===== src/rtl/weighted_trend_window.sv =====
// weighted_trend_window
// Sliding window of the last WIN serial samples, scored either uniformly or
// with linear recency weights. A runtime hysteresis band sets the trend
// decision. The block flags when the window first fills and pulses whenever
// the trend flips.
module weighted_trend_window #(
  parameter int WIN = 8,  // window depth, 2..32
  parameter int SW  = 8   // score width, 2^SW > WIN*(WIN+1)
) (
  input  logic          clk,
  input  logic          rst,
  input  logic          clear,
  input  logic          in_valid,
  input  logic          in_bit,
  input  logic          mode,
  input  logic [SW-1:0] hyst,
  output logic          trend,
  output logic          primed,
  output logic          change,
  output logic [SW-1:0] score
);

  // Fill counter width: it has to hold the value WIN itself.
  localparam int FW = $clog2(WIN + 1);
  // Comparison width: 2*S and T+hyst both have to fit without wrapping.
  localparam int CW = SW + 2;

  localparam logic [FW-1:0] FILL_FULL = FW'(WIN);
  localparam logic [CW-1:0] T_UNI     = CW'(WIN);
  localparam logic [CW-1:0] T_LIN     = CW'(WIN * (WIN + 1) / 2);

  logic [WIN-1:0] window_q, window_d;
  logic [FW-1:0]  fill_q, fill_d;
  logic           trend_q, trend_d;
  logic           primed_q;
  logic           change_q;
  logic [SW-1:0]  score_q;

  logic [CW-1:0]  score_d;
  logic [CW-1:0]  total;
  logic [CW-1:0]  hyst_w;
  logic           full_d;
  logic           rise;
  logic           fall;

  // Next window, score and trend decision, all derived from the window
  // value that includes the sample arriving on this edge.
  always_comb begin
    // NOTE: every always_comb output gets a default before any branch, so
    // no path can leave it unassigned and infer a latch.
    window_d = {window_q[WIN-2:0], in_bit};
    fill_d   = (fill_q == FILL_FULL) ? fill_q : fill_q + FW'(1);
    full_d   = (fill_d == FILL_FULL);
    total    = mode ? T_LIN : T_UNI;
    hyst_w   = CW'(hyst);
    score_d  = '0;
    for (int i = 0; i < WIN; i++) begin
      if (window_d[i]) begin
        score_d = score_d + (mode ? CW'(WIN - i) : CW'(1));
      end
    end
    rise = (score_d << 1) > (total + hyst_w);
    // A band at least as wide as T leaves no room below it; the guard keeps
    // the subtraction from wrapping into a huge threshold.
    fall = (hyst_w < total) && ((score_d << 1) < (total - hyst_w));
    trend_d = trend_q;
    if (full_d) begin
      if (rise) begin
        trend_d = 1'b1;
      end else if (fall) begin
        trend_d = 1'b0;
      end
    end
  end

  // State update: flush on rst/clear, capture and evaluate on a valid
  // sample, otherwise hold everything and drop the change pulse.
  always_ff @(posedge clk) begin
    // NOTE: sequential state uses non-blocking assignments only, so every
    // register samples pre-edge values regardless of statement order.
    if (rst || clear) begin
      // NOTE: the window is a plain shift register rather than a memory, and
      // its contents feed the score directly, so it is flushed along with
      // the control state.
      window_q <= '0;
      fill_q   <= '0;
      trend_q  <= 1'b0;
      primed_q <= 1'b0;
      change_q <= 1'b0;
      score_q  <= '0;
    end else if (in_valid) begin
      window_q <= window_d;
      fill_q   <= fill_d;
      score_q  <= score_d[SW-1:0];
      primed_q <= full_d;
      trend_q  <= trend_d;
      change_q <= (trend_d != trend_q);
    end else begin
      change_q <= 1'b0;
    end
  end

  assign trend  = trend_q;
  assign primed = primed_q;
  assign change = change_q;
  assign score  = score_q;

endmodule

===== config.mk =====
export PLATFORM = sky130hd
export DESIGN_NAME = weighted_trend_window
export DESIGN_NICKNAME = d
export VERILOG_FILES = /design/src/rtl/weighted_trend_window.sv
export SDC_FILE = /design/constraint.sdc
export NUM_CORES = 1
export LEC_CHECK = 0
export ABC_AREA = 1
export CAP_MARGIN = 20
export CELL_PAD_IN_SITES_DETAIL_PLACEMENT = 1
export CELL_PAD_IN_SITES_GLOBAL_PLACEMENT = 1
export CORE_MARGIN = 1.5
export CORE_UTILIZATION = 24
export CTS_CLUSTER_SIZE = 14
export DETAILED_ROUTE_END_ITERATION = 8
export GPL_ROUTABILITY_DRIVEN = 0
export GPL_TIMING_DRIVEN = 0
export PLACE_DENSITY = 0.49
export SYNTH_ARGS = -nofsm -noshare
export SYNTH_HDL_FRONTEND = slang
export SYNTH_SLANG_ARGS = --single-unit
export TNS_END_PERCENT = 30

===== constraint.sdc =====
create_clock -name clk -period 14.05 [get_ports clk]
set_input_delay 2.81 -clock clk [delete_from_list [all_inputs] [get_ports clk]]
set_output_delay 2.81 -clock clk [all_outputs]
set_load 0.005 [all_outputs]

==> metrics.yaml <==
final_common_cell: "nand2_1"
period_share_pct: 68.8
drc: 0
syn_to_final_growth_pct: 18.0
cp-start-kind: "primary input"
cp_max_fo: 13
worst-setup-path-type: "in2reg"
final_cell_mix: "nand2_1 (76), inv_1 (55), ha_1 (33)"
synth_area_leaders: "dfxtp_1 (17%), ha_1 (16%), nand2_1 (11%), inv_1 (7.9%), a21oi_1 (5.5%)"
fmax_mhz: 104
synth_area_um2: 2630
crit_buf_inv: 8
run_status: "finished clean"
cts_made_buffers: 3
ys_ff_latch: 22
rr_worst_depth: 39
port_buffers: 24
synth_top_family_by_area: "simple AND/OR/NAND/NOR gates"
antenna_left: 0
synth_compound_area_share_pct: 16.0
vias: 2473
vias_per_cell: 4.46
cpMostUsedCell: "nand2_1"
arrival_ps: 9830
die_h_um: 108
hold_viol_final: 0
utilization_pct: 28.9
pre_cts_ws_ps: 3940
drt_iter0_markers: 47
seq_area_frac_synth_pct: 16.8
final-max-slew-violation-count: 0
min_to: "score[7]"
post_cts_buffers: 0
grt_pass1_wl_um: 12100
ys.flop_type: "dfxtp_1"
rsz0062_at_grt: "false"
synth_adder_area_share_pct: 18.0
pin_count: 25
end_kind: "flop"
worstPathRequired_ps: 14220
clkTransAtPathRegs_ps: 80
cellPowerDensity_nw_per_um2: 58.4
hpwlAfterDp_um: 6030
ys_types: 46
r2r_end: "trend"
start_util_pct: 24.5
die-area_um2: 11600
max_cap_viol_count: 0
yosysTopAreaCell: "dfxtp_1"
layout_setup_ws_ps: 4390
r2r_slack_ps: 7840
synth_xor_area_share_pct: 3.95
relSlewSlack_pct: 52.3
clk_latency_ps: 260
grt_pass1_vias: 2594
p_leak_uw: 0.00151
layout.nets: 466
grt_max_degree: 14
finalPower_uw: 181
synth_area_per_cell_um2: 6.81
cts_max_level: 1
detailedRoute.firstPassIterationCount: 4
yosys_warnings: 0
routed_wl_um: 6970
syn_inst: 386
synth-edff-count: 0
synthSimpleGateAreaFrac_pct: 34.9
track_usage_pct: 12.8
hold_depth: 2
worst_slew_pin_slew_ps: 713
antenna_found_initial: 0
irDropWorstVdd_mv: 0.0332
core_um2: 10700
finalClockSkew_ps: 1.53
r2r_start: "window_q[0]"
overflow: 0
die_w_um: 108
hold_path_startpoint: "score[7]"
setup_tns_ps: 0
synth_top_area_share_pct: 16.8
clockBufferDepth: 2
root_buffer: "clkbuf_8"
drive_gt1_share_pct: 15.4
antenna_cells: 0
setup_viol: 0
synth.area.mux_share_pct: 0
async_flop_share_pct: 0
worst_hold_path_type: "reg2reg"
crit_family: "simple AND/OR/NAND/NOR gates"
clock_sinks: 22
ctsHoldBuffers: 0
cts_resized: 0
min_period_ps: 9660
cts_tree: "yes"
max_stage_delay_ps: 930
wl_per_cell_um: 12.6
cp_slowest_cell: "clkdlybuf4s50_1"
rows: 38
per-layer routing:
metal / global-route usage, % / vias to the layer above / part of all wire, %
li1: - / 1315 / -
met1: 17.8 / 1142 / 51
met3: 0.666 / 2 / 0.92
met2: 22.6 / 14 / 48
met5: 0 / - / 0
met4: 1.41 / 0 / 0.14
area by class of cell:
| class | count | area (um2) |
|---|---|---|
| multi-input cells | 294 | 1920 |
| plain buffers | 5 | 21.3 |
| fillers | 1402 | 7640 |
| flip-flops and latches | 22 | 440 |
| well taps | 140 | 175 |
| repair buffers | 24 | 240 |
| inverters | 66 | 248 |
| clock buffers | 4 | 55.1 |
worst max path at each step:
stage          from  endpoint  cells after the start
2_1_floorplan  mode     trend                     39
3_3_place_gp   mode     trend                     42
3_5_place_dp   mode     trend                     42
4_1_cts        mode    change                     41
5_1_grt        mode    change                     41
6_report       mode     trend                     42
per-stage QoR:
step,hold slack [ps],area [um2],std cells
after CTS,458,3100,555
after detailed placement,443,3050,551
after floorplan,440,2630,387
final,451,3100,555
after global placement,434,3050,551
after global routing,479,3100,555
logic make-up (layout without fill, tap and decap cells):
logic type,after synthesis,count (layout)
buffers and inverters,71,99
AND/OR/NAND/NOR,173,173
flip-flops,22,22
other,1,2
XOR/XNOR,11,11
AO/OA/AOI/OAI,72,72
adder cells (fa/ha/maj),36,36
sequential cells by signal, indices dropped and copies added, names as in the netlist:
| name | cells |
|---|---|
| score | 8 |
| window_q | 7 |
| fill_q | 4 |
| change | 1 |
| primed | 1 |
| trend | 1 |
power breakdown:
| part | switching (uW) | internal, uW |
|---|---|---|
| Combinational | 41.7 | 27.3 |
| Sequential | 2.27 | 64.5 |
| Clock | 20.6 | 24.9 |
| Total | 64.5 | 117 |
tightest hold or removal path, delay by kind of cell, from the launching register on:
| kind | cells | cell delay [ps] |
|---|---|---|
| flops | 1 | 320 |
| simple gates | 2 | 100 |
Yosys cell counts (2+ instances only):
master and number:
a211oi_1 2, a21oi_1 29, buf_2 2, clkbuf_1 2
dfxtp_1 22, fa_1 3, ha_1 33, inv_1 55
inv_2 10, nand2_1 76, nand2_2 15, nand2_4 7
nand3_1 22, nand3_2 9, nand3b_1 4, nand4_1 5
nor2_1 22, nor2_2 3, nor4_1 2, o21ai_0 24
o21ai_1 2, o21ai_2 5, xor2_1 9
No activity file was read; power rests on OpenSTA's default activity.
